--- src/rtl/touch_spi_ctrl.sv ---
// touch_spi_ctrl: polls a TSC2046-class touch ADC over SPI once per sample
// period and publishes registered X/Y/Z1 samples gated by the pen interrupt.
module touch_spi_ctrl #(
    parameter int          CLK_DIV       = 25,
    parameter int          SAMPLE_PERIOD = 500000,
    parameter logic [11:0] Z_THRESHOLD   = 12'd100
) (
    input  logic        cclk,
    input  logic        rstb,
    input  logic        enable,
    input  logic        pen_irq_n,
    input  logic        spi_miso,
    output logic        spi_mosi,
    output logic        spi_sclk,
    output logic        spi_cs_n,
    output logic [11:0] touch_x,
    output logic [11:0] touch_y,
    output logic [11:0] touch_z,
    output logic        touched,
    output logic        sample_valid,
    output logic        busy
);

    localparam int DW = $clog2(CLK_DIV);
    localparam int TW = $clog2(SAMPLE_PERIOD);
    localparam logic [DW-1:0] DIV_LAST  = DW'(CLK_DIV - 1);
    localparam logic [TW-1:0] TICK_LAST = TW'(SAMPLE_PERIOD - 1);

    typedef enum logic [2:0] {
        S_IDLE,
        S_CS_SETUP,
        S_SHIFT,
        S_CS_HOLD,
        S_UPDATE
    } state_t;

    state_t        r_state;
    state_t        w_state_nxt;
    logic [DW-1:0] r_div;
    logic [DW-1:0] w_div_nxt;
    logic          r_phase;
    logic          w_phase_nxt;
    logic [4:0]    r_bit;
    logic [4:0]    w_bit_nxt;
    logic [1:0]    r_chan;
    logic [1:0]    w_chan_nxt;
    logic [TW-1:0] r_tick;
    logic          r_pen_s1;
    logic          r_pen_s2;
    logic [10:0]   r_sr;
    logic [11:0]   r_shadow_x;
    logic [11:0]   r_shadow_y;
    logic [11:0]   r_shadow_z;

    logic          w_tick;
    logic          w_div_end;
    logic          w_nopen;
    logic          w_update;
    logic          w_capture;
    logic [7:0]    w_cmd;
    logic [2:0]    w_cmd_idx;
    logic          w_mosi_nxt;

    logic          r_mosi;
    logic          r_sclk;
    logic          r_cs_n;
    logic [11:0]   r_x;
    logic [11:0]   r_y;
    logic [11:0]   r_z;
    logic          r_touched;
    logic          r_valid;
    logic          r_busy;

    assign w_tick    = (r_tick == TICK_LAST);
    assign w_div_end = (r_div == DIV_LAST);

    always_comb begin
        w_state_nxt = r_state;
        w_div_nxt   = r_div;
        w_phase_nxt = r_phase;
        w_bit_nxt   = r_bit;
        w_chan_nxt  = r_chan;
        w_nopen     = 1'b0;
        w_update    = 1'b0;
        w_capture   = 1'b0;
        unique case (r_state)
            S_IDLE: begin
                if (w_tick && enable) begin
                    if (!r_pen_s2) begin
                        w_state_nxt = S_CS_SETUP;
                        w_div_nxt   = '0;
                        w_chan_nxt  = 2'd0;
                    end else begin
                        w_nopen = 1'b1;
                    end
                end
            end
            S_CS_SETUP: begin
                if (w_div_end) begin
                    w_state_nxt = S_SHIFT;
                    w_div_nxt   = '0;
                    w_phase_nxt = 1'b0;
                    w_bit_nxt   = 5'd0;
                end else begin
                    w_div_nxt = r_div + DW'(1);
                end
            end
            S_SHIFT: begin
                if (!w_div_end) begin
                    w_div_nxt = r_div + DW'(1);
                end else begin
                    w_div_nxt = '0;
                    if (!r_phase) begin
                        w_phase_nxt = 1'b1;
                    end else begin
                        // last cclk of the high phase: MISO is stable here
                        w_capture   = 1'b1;
                        w_phase_nxt = 1'b0;
                        if (r_bit == 5'd23) begin
                            w_state_nxt = S_CS_HOLD;
                        end else begin
                            w_bit_nxt = r_bit + 5'd1;
                        end
                    end
                end
            end
            S_CS_HOLD: begin
                if (w_div_end) begin
                    w_div_nxt = '0;
                    if (r_chan == 2'd2) begin
                        w_state_nxt = S_UPDATE;
                        w_update    = 1'b1;
                    end else begin
                        w_chan_nxt  = r_chan + 2'd1;
                        w_state_nxt = S_CS_SETUP;
                    end
                end else begin
                    w_div_nxt = r_div + DW'(1);
                end
            end
            S_UPDATE: begin
                w_state_nxt = S_IDLE;
            end
            default: begin
                w_state_nxt = S_IDLE;
            end
        endcase
    end

    always_comb begin
        unique case (w_chan_nxt)
            2'd0:    w_cmd = 8'hD0;
            2'd1:    w_cmd = 8'h90;
            default: w_cmd = 8'hB0;
        endcase
        w_cmd_idx  = 3'd7 - w_bit_nxt[2:0];
        w_mosi_nxt = 1'b0;
        if (w_state_nxt == S_CS_SETUP) begin
            w_mosi_nxt = w_cmd[7];
        end else if (w_state_nxt == S_SHIFT && w_bit_nxt < 5'd8) begin
            w_mosi_nxt = w_cmd[w_cmd_idx];
        end
    end

    always_ff @(posedge cclk or negedge rstb) begin
        if (!rstb) begin
            r_state <= S_IDLE;
            r_div   <= '0;
            r_phase <= 1'b0;
            r_bit   <= 5'd0;
            r_chan  <= 2'd0;
        end else begin
            r_state <= w_state_nxt;
            r_div   <= w_div_nxt;
            r_phase <= w_phase_nxt;
            r_bit   <= w_bit_nxt;
            r_chan  <= w_chan_nxt;
        end
    end

    always_ff @(posedge cclk or negedge rstb) begin
        if (!rstb) begin
            r_tick   <= '0;
            r_pen_s1 <= 1'b1;
            r_pen_s2 <= 1'b1;
        end else begin
            r_tick   <= w_tick ? '0 : r_tick + TW'(1);
            r_pen_s1 <= pen_irq_n;
            r_pen_s2 <= r_pen_s1;
        end
    end

    // result bits arrive on k=9..20; the shadow is written on the LSB
    always_ff @(posedge cclk or negedge rstb) begin
        if (!rstb) begin
            r_sr       <= '0;
            r_shadow_x <= '0;
            r_shadow_y <= '0;
            r_shadow_z <= '0;
        end else if (w_capture && r_bit >= 5'd9 && r_bit <= 5'd20) begin
            r_sr <= {r_sr[9:0], spi_miso};
            if (r_bit == 5'd20) begin
                unique case (r_chan)
                    2'd0:    r_shadow_x <= {r_sr, spi_miso};
                    2'd1:    r_shadow_y <= {r_sr, spi_miso};
                    default: r_shadow_z <= {r_sr, spi_miso};
                endcase
            end
        end
    end

    always_ff @(posedge cclk or negedge rstb) begin
        if (!rstb) begin
            r_mosi    <= 1'b0;
            r_sclk    <= 1'b0;
            r_cs_n    <= 1'b1;
            r_busy    <= 1'b0;
            r_valid   <= 1'b0;
            r_x       <= '0;
            r_y       <= '0;
            r_z       <= '0;
            r_touched <= 1'b0;
        end else begin
            r_mosi  <= w_mosi_nxt;
            r_sclk  <= (w_state_nxt == S_SHIFT) && w_phase_nxt;
            r_cs_n  <= !((w_state_nxt == S_CS_SETUP) ||
                         (w_state_nxt == S_SHIFT));
            r_busy  <= (w_state_nxt != S_IDLE);
            r_valid <= w_update || w_nopen;
            if (w_nopen) begin
                r_z       <= '0;
                r_touched <= 1'b0;
            end else if (w_update) begin
                r_z <= r_shadow_z;
                if (r_shadow_z >= Z_THRESHOLD) begin
                    r_touched <= 1'b1;
                    r_x       <= r_shadow_x;
                    r_y       <= r_shadow_y;
                end else begin
                    r_touched <= 1'b0;
                end
            end
        end
    end

    assign spi_mosi     = r_mosi;
    assign spi_sclk     = r_sclk;
    assign spi_cs_n     = r_cs_n;
    assign touch_x      = r_x;
    assign touch_y      = r_y;
    assign touch_z      = r_z;
    assign touched      = r_touched;
    assign sample_valid = r_valid;
    assign busy         = r_busy;

endmodule

--- config.mk ---
export PLATFORM = sky130hd
export DESIGN_NAME = touch_spi_ctrl
export DESIGN_NICKNAME = d
export VERILOG_FILES = /design/src/rtl/touch_spi_ctrl.sv
export SDC_FILE = /design/constraint.sdc
export NUM_CORES = 1
export LEC_CHECK = 0
export ABC_AREA = 1
export CORE_UTILIZATION = 55
export CTS_BUF_LIST = sky130_fd_sc_hd__clkbuf_2 sky130_fd_sc_hd__clkbuf_4 sky130_fd_sc_hd__clkbuf_8
export DETAILED_ROUTE_END_ITERATION = 8
export PLACE_DENSITY = 0.76
export SYNTH_ARGS = -nofsm -noshare
export SYNTH_HDL_FRONTEND = slang
export SYNTH_SLANG_ARGS = --single-unit
--- constraint.sdc ---
create_clock -name cclk -period 2.3 [get_ports cclk]
set_input_delay 0.23 -clock cclk [delete_from_list [all_inputs] [get_ports cclk]]
set_output_delay 0.23 -clock cclk [all_outputs]
set_load 0.005 [all_outputs]
==> results of run 1 <==
-- state kept, by name, summed over array words and instances, names as in the netlist, 2 cells and up --
| register | count |
|---|---|
| r_bit | 5 |
| r_chan | 2 |
| r_div | 5 |
| r_shadow_x | 12 |
| r_shadow_y | 12 |
| r_shadow_z | 12 |
| r_sr | 11 |
| r_state | 3 |
| r_tick | 19 |
| touch_x | 12 |
| touch_y | 12 |
| touch_z | 12 |
-- worst paths after layout --
path | start | end | slack (ns) | cells past startpoint
min in group asynchronous | rstb | r_tick[13] | 0.32 | 2
hold reg to reg | r_pen_s1 | r_pen_s2 | 0.36 | 0
hold / removal | pen_irq_n | r_pen_s1 | 0.19 | 1
setup reg to reg | r_div[0] | r_shadow_y[5] | 0.23 | 11
setup / recovery | r_div[0] | r_shadow_y[5] | 0.23 | 11
max in group asynchronous | rstb | r_shadow_z[6] | 1.18 | 3
-- cells in the mapped netlist --
library cell / number / share of area
a21oi_1: 10 / 0.0088
xor2_1: 14 / 0.021
o311ai_0: 1 / 0.0015
dfrtp_1: 123 / 0.54
buf_4: 2 / 0.0026
clkbuf_1: 11 / 0.0072
nor2_2: 1 / 0.0011
xnor2_1: 1 / 0.0015
dfstp_2: 3 / 0.014
o21a_1: 1 / 0.0013
ha_1: 12 / 0.026
nand3_2: 1 / 0.0018
nor4b_1: 1 / 0.0015
nor4_1: 6 / 0.0066
nand4_4: 1 / 0.0037
or2_2: 1 / 0.0011
inv_2: 2 / 0.0013
buf_6: 3 / 0.0059
inv_1: 63 / 0.041
a31oi_1: 1 / 0.0011
o211ai_2: 1 / 0.0022
nand3_1: 102 / 0.089
o21ai_1: 2 / 0.0018
nor3b_1: 3 / 0.0039
a31o_2: 1 / 0.0015
buf_2: 6 / 0.0053
nor3_4: 2 / 0.0057
nor2_1: 43 / 0.028
o21ai_0: 14 / 0.012
nand2_1: 219 / 0.14
nand4_1: 11 / 0.012
nor3_1: 4 / 0.0035
-- worst register-to-register path: stages (launching register included) --
cell     delay (ns)
dfrtp_1        0.42
inv_1          0.07
ha_1           0.13
nand2_1        0.09
nor2_4         0.21
ha_1           0.23
nand4_4        0.12
nor2_1         0.21
nand3_1        0.14
buf_4          0.21
nand2_1        0.07
nand2_1        0.05
-- area by class of cell --
class	count	area [sq um]
inverters	65	244.0
clock inverters	15	211.5
flip-flops and latches	126	3157
clock buffers	17	234.0
multi-input cells	453	2202
well taps	133	166.4
repair buffers	64	628.1
fillers	775	3067
-- through the flow --
stage               hold slack, ns  instances  cell area (sq um)  setup slack, ns  utilization
floorplan                 -0.06559        666               5704           0.3541            -
global placement            0.2526        839               6354           0.1775       0.6412
detailed placement          0.2627        839               6354          0.06177       0.6412
CTS                         0.1674        872               6809          0.05065       0.6871
global route                0.1601        873               6843          0.03413       0.6905
finish                      0.1856        873               6843           0.2336       0.6905
-- power by group --
part / total [mW] / internal [mW] / switching (mW)
combinational: 0.0566 / 0.0116 / 0.0450
sequential: 2.22 / 2.22 / 0.00108
clock: 2.12 / 1.19 / 0.929
total: 4.40 / 3.42 / 0.975
-- layer usage --
layer	track usage	vias to the layer above	wire length, um
met2	0.3786	119	5807
li1	-	2261	-
met1	0.3335	2263	5503
met4	0.1010	0	207
met5	0	-	0
met3	0.06860	24	544
-- kinds of logic (layout without fill, tap and decap cells) --
logic type,count (synthesis),in the layout,share of synthesized area
AOI/OAI and AO/OA,31,31,0.03049
xor gates and xnor gates,15,15,0.02303
adders and majority gates,12,12,0.02632
buffers and inverters,87,161,0.06383
DFF,126,126,0.5534
and+or+nand+nor,395,395,0.3029
-- timing repair --
item	CTS	global route
endpoints found under the hold margin	38	0
endpoints found under the setup margin	0	49
setup buffers	0	1
gates resized for setup	0	7
hold buffers	1	0
==> out/qor.yml, run 1 <==
outcome:
  status: "complete, no violations"
detailed_routing:
  wl_um: 12060
  routed_via_density: 5.346
  drcViolationCount: 0
  drt_iter0_markers: 265
  wl_per_cell_um: 13.82
  drtAntennaViolNets: 0
  vias: 4667
  drtPass1Iterations: 5
worst_setup_path:
  cp-end-kind: "flip-flop"
  cp_cell_sequence: "inv_1 -> ha_1 -> nand2_1 -> nor2_4 -> ha_1 -> nand4_4 -> nor2_1 -> nand3_1 -> buf_4 -> nand2_1 -> nand2_1"
  cp_common_cell: "nand2_1"
  slowest_stage: "dfrtp_1"
  worst-path-buf-inv: 2
  critPathArrivalTime_ns: 2.40
  path_max_fanout: 12
  setup.worst_path.start_class: "flip-flop"
  cp.required_ns: 2.64
  crit_family: "simple AND/OR/NAND/NOR gates"
  slowest_delay_ns: 0.42
  worstSetupPathType: "reg2reg"
die:
  core_sq_um: 9910
  dieArea_sq_um: 10780
  die_w_um: 103.8
  die_h_um: 103.8
  io_pins: 47
  initial_core_util: 0.5756
  rows: 36
sta:
  fin_tns_setup_ns: 0
  fmax_ghz: 0.4839
  worstMarginPinSlew_ns: 0.6763
  finClkSkew_ns: 0.01433
  drv_slew: 0
  setup_viol: 0
  finalCritPeriodShare: 0.8984
  hold_viol: 0
  slew-limit-headroom: 0.5450
  rsz0062_at_grt: "no"
  min_period_ns: 2.066
placed_design:
  portBuffers: 46
  hpwl_um: 8184
  gp_congestion: 0.8618
power:
  p_per_area_nw_per_um2: 642.8
  ir_worst_vdd_mv: 0.4227
  leakage_nw: 3.554
  power_mw: 4.398
finish:
  syn_to_final_growth_pct: 19.96
  most-common-layout-cells: "219 x nand2_1, 123 x dfrtp_1, 100 x nand3_1"
  num_antenna_cells: 0
  layout-drive-gt1-share: 0.09054
  layout_commonest_cell: "nand2_1"
  fin_nets: 744
global_route:
  antenna_found_initial: 0
  overflow: 0
  grt_pass1_wl_um: 21050
  grt_usage: 0.2473
  grt_pass1_vias: 4404
  grt_max_degree: 56
clock_network:
  path_clk_slew_ns: 0.07
  clock-root-buffer: "clkbuf_8"
  cts_tree: "yes"
  numCtsBuffers: 17
  htree_num_levels: 4
  clock_sinks: 126
  insertion_delay_ns: 0.45
  clockBufferDepth: 2
yosys:
  syn_avg_cell_area_sq_um: 8.565
  syn-instance-count: 666
  ys_seq_area_frac: 0.5534
  yosys_warnings: 0
  synthesis.nets: 683
  ys_ff_latch: 126
  yosysUniqueCellTypes: 32
  netlist_area_sq_um: 5704
hold_path:
  hold_path_class: "in2reg"
job:
  drv_cap: 0
No activity file was read; power rests on OpenSTA's default activity.
==> inputs of run 2 (changes only) <==
--- a/config.mk
+++ b/config.mk
@@ -6,6 +6,7 @@
 export NUM_CORES = 1
 export LEC_CHECK = 0
 export ABC_AREA = 1
+export ABC_CLOCK_PERIOD_IN_PS = 2300
 export CORE_UTILIZATION = 55
 export CTS_BUF_LIST = sky130_fd_sc_hd__clkbuf_2 sky130_fd_sc_hd__clkbuf_4 sky130_fd_sc_hd__clkbuf_8
 export DETAILED_ROUTE_END_ITERATION = 8
==> results of run 2 <==
Same layout as run 1: the final DEF is identical, and so are final timing and power.
==> inputs of run 3 (changes only) <==
--- a/config.mk
+++ b/config.mk
@@ -11,6 +11,7 @@
 export CTS_BUF_LIST = sky130_fd_sc_hd__clkbuf_2 sky130_fd_sc_hd__clkbuf_4 sky130_fd_sc_hd__clkbuf_8
 export DETAILED_ROUTE_END_ITERATION = 8
 export PLACE_DENSITY = 0.76
+export SETUP_SLACK_MARGIN = 0.5
 export SYNTH_ARGS = -nofsm -noshare
 export SYNTH_HDL_FRONTEND = slang
 export SYNTH_SLANG_ARGS = --single-unit
==> out/qor.yml, run 3 (synthesis results as in run 1) <==
sta:
  fin_ws_ns: 0.2837  # +0.05017 ns
  setup_viol: 0  # unchanged
  fmax_ghz: 0.4960  # +2.5%
  rsz0062_at_grt: "yes"
  hold_viol: 0  # unchanged
  finalCritPeriodShare: 0.8766  # -0.02181
  fin_tns_setup_ns: 0  # unchanged
  worstMarginPinSlew_ns: 0.5461  # -0.1303 ns
  drv_slew: 0  # unchanged
  finClkSkew_ns: 0.01174  # -0.002591 ns
  min_period_ns: 2.016  # -0.05017 ns
  slew-limit-headroom: 0.6360  # +0.09100
outcome:
  status: "complete, no violations"
power:
  leakage_nw: 4.021  # +13%
  switchingPower_uw: 966.6  # -0.86%
  ir_worst_vdd_mv: 0.4310  # +2.0%
  p_per_area_nw_per_um2: 523.0  # -19%
  p_int_mw: 3.184  # -7.0%
  swShare: 0.2329  # +0.01120
  seqPwrFrac: 0.534  # +0.030
  clock_power_share: 0.451  # -0.032
  share_comb_of_total_power: 0.014  # about the same
detailed_routing:
  vias: 5269  # +13%
  drt_iter0_markers: 477  # +80%
  drtAntennaViolNets: 0  # unchanged
  drtPass1Iterations: 5  # unchanged
  wl_per_cell_um: 17.50  # +27%
  drcViolationCount: 0  # unchanged
  wl_um: 16190  # +34%
  routed_via_density: 5.696  # +6.6%
die:
  io_pins: 47  # unchanged
  initial_core_util: 0.5756  # unchanged
  die_h_um: 103.8  # unchanged
  dieArea_sq_um: 10780  # unchanged
  core_sq_um: 9910  # unchanged
  rows: 36  # unchanged
  die_w_um: 103.8  # unchanged
finish:
  layout_commonest_cell: "nand2_1"
  layout-drive-gt1-share: 0.2828  # +0.1923
  most-common-layout-cells: "170 x nand2_1, 120 x dfrtp_1, 79 x nand3_1"
  fillers: 544  # -30%
  syn_to_final_growth_pct: 39.13
  top_register: "r_tick"
  fin_nets: 796  # +7.0%
  num_antenna_cells: 0  # unchanged
  largest_register_ffs: 19  # unchanged
worst_setup_path:
  cp-end-kind: "flip-flop"
  setup.worst_path.start_class: "flip-flop"
  crit_start: "r_bit[0]"
  cp.required_ns: 2.69  # +0.05 ns
  worstSetupPathType: "reg2reg"
  reg2reg_depth: 12  # +1
  critPathArrivalTime_ns: 2.41  # about the same
  rr_startpoint: "r_bit[0]"
  path_max_fanout: 9  # -3
clock_network:
  clock-root-buffer: "clkbuf_8"
  clockBufferDepth: 2  # unchanged
  cts_tree: "yes"
  insertion_delay_ns: 0.46  # about the same
  path_clk_slew_ns: 0.08  # about the same
  clock_sinks: 126  # unchanged
  numCtsBuffers: 17  # unchanged
  htree_num_levels: 4  # unchanged
global_route:
  grt_max_degree: 54  # -3.6%
  grt_pass1_wl_um: 22250  # +5.7%
  grt_pass1_vias: 4743  # +7.7%
  antenna_found_initial: 0  # unchanged
  overflow: 0  # unchanged
  grt_usage: 0.2633  # +0.01598
placed_design:
  dp_slack_ns: 0.08588  # +0.02412 ns
  hpwl_um: 8276  # +1.1%
  portBuffers: 46  # unchanged
  gp_congestion: 0.8430  # -2.2%
job:
  drv_cap: 0  # unchanged
hold_path:
  hold_start: "pen_irq_n"
  hold_depth: 1  # unchanged
  hold_path_class: "in2reg"
## run 3: changes by cell type in the layout (fill, tap and decap cells not counted), sizes merged
| cell | previous run | this run |
|---|---|---|
| clkinv | 4 | 9 |
| buf | 18 | 63 |
| clkbuf | 17 | 21 |
| bufinv | 4 | 2 |
| clkinvlp | 4 | 3 |
| nand3 | 103 | 106 |
| inv | 68 | 66 |
## run 3: final timing paths
| check | end | slack (ns) |
|---|---|---|
| worst max-delay path | r_shadow_x[3] | 0.28 |
| worst min-delay path | r_pen_s1 | 0.18 |
| worst max register to register | r_shadow_x[3] | 0.28 |
| worst min register to register | r_pen_s2 | 0.36 |
| max in group asynchronous | r_sr[2] | 1.32 |
| min in group asynchronous | r_tick[7] | 0.30 |
## run 3: layer usage
metal  vias up  track usage  routed length (um)
li1       2378            -                   -
met1      2573       0.3436                6363
met2       262       0.4119                8094
met3        56      0.06608                1189
met4         0       0.1286                 542
met5         -            0                   0
## run 3: area by class of cell
| type | instances | area [sq um] | share of cell area |
|---|---|---|---|
| sequential | 126 | 3161 | 0.3982 |
| timing repair buffer | 113 | 1185 | 0.1493 |
| clock buffer | 17 | 234.0 | 0.02948 |
| inverter | 65 | 249.0 | 0.03137 |
| clock inverter | 15 | 147.6 | 0.01860 |
| tap | 133 | 166.4 | 0.02097 |
| multi-input combinational | 456 | 2794 | 0.3520 |
## run 3: repair_timing
item | CTS | global route
endpoints found under the setup margin | 84 | 97
cloned | 5 | 6
hold buffers | 1 | 0
endpoints found under the hold margin | 36 | 0
gates resized for setup | 59 | 116
pin swaps | 28 | 14
buffers inserted | 27 | 15
## run 3: stage by stage
step	power [mW]	cell area (sq um)	hold WS, ns	util	instances
3_3_place_gp	2.319	6379	0.2461	0.6437	839
5_1_grt	4.264	7936	0.1742	0.8009	925
2_1_floorplan	2.262	5737	-0.06559	-	666
3_5_place_dp	2.320	6379	0.2486	0.6437	839
4_1_cts	4.149	7261	0.1754	0.7327	904
6_report	4.151	7936	0.1779	0.8009	925
## run 3: worst max-delay path, stage by stage (launching register included)
cell and delay, ns:
dfrtp_2 0.44, inv_2 0.10, ha_4 0.13, inv_2 0.04
nor3_4 0.15, inv_2 0.08, o211ai_4 0.08, nand4_4 0.16
nor3_4 0.23, buf_6 0.16, clkbuf_16 0.15, nand3_1 0.10
nand2_1 0.12
## run 3: power by group through the flow
stage / sequential, mW / clock (mW) / combinational, mW
after floorplan: 2.26 / 0 / 0.000600
after CTS: 2.22 / 1.87 / 0.0605
after detailed placement: 2.26 / 0 / 0.0591
after global placement: 2.26 / 0 / 0.0580
after global routing: 2.22 / 1.98 / 0.0686
final: 2.22 / 1.87 / 0.0584
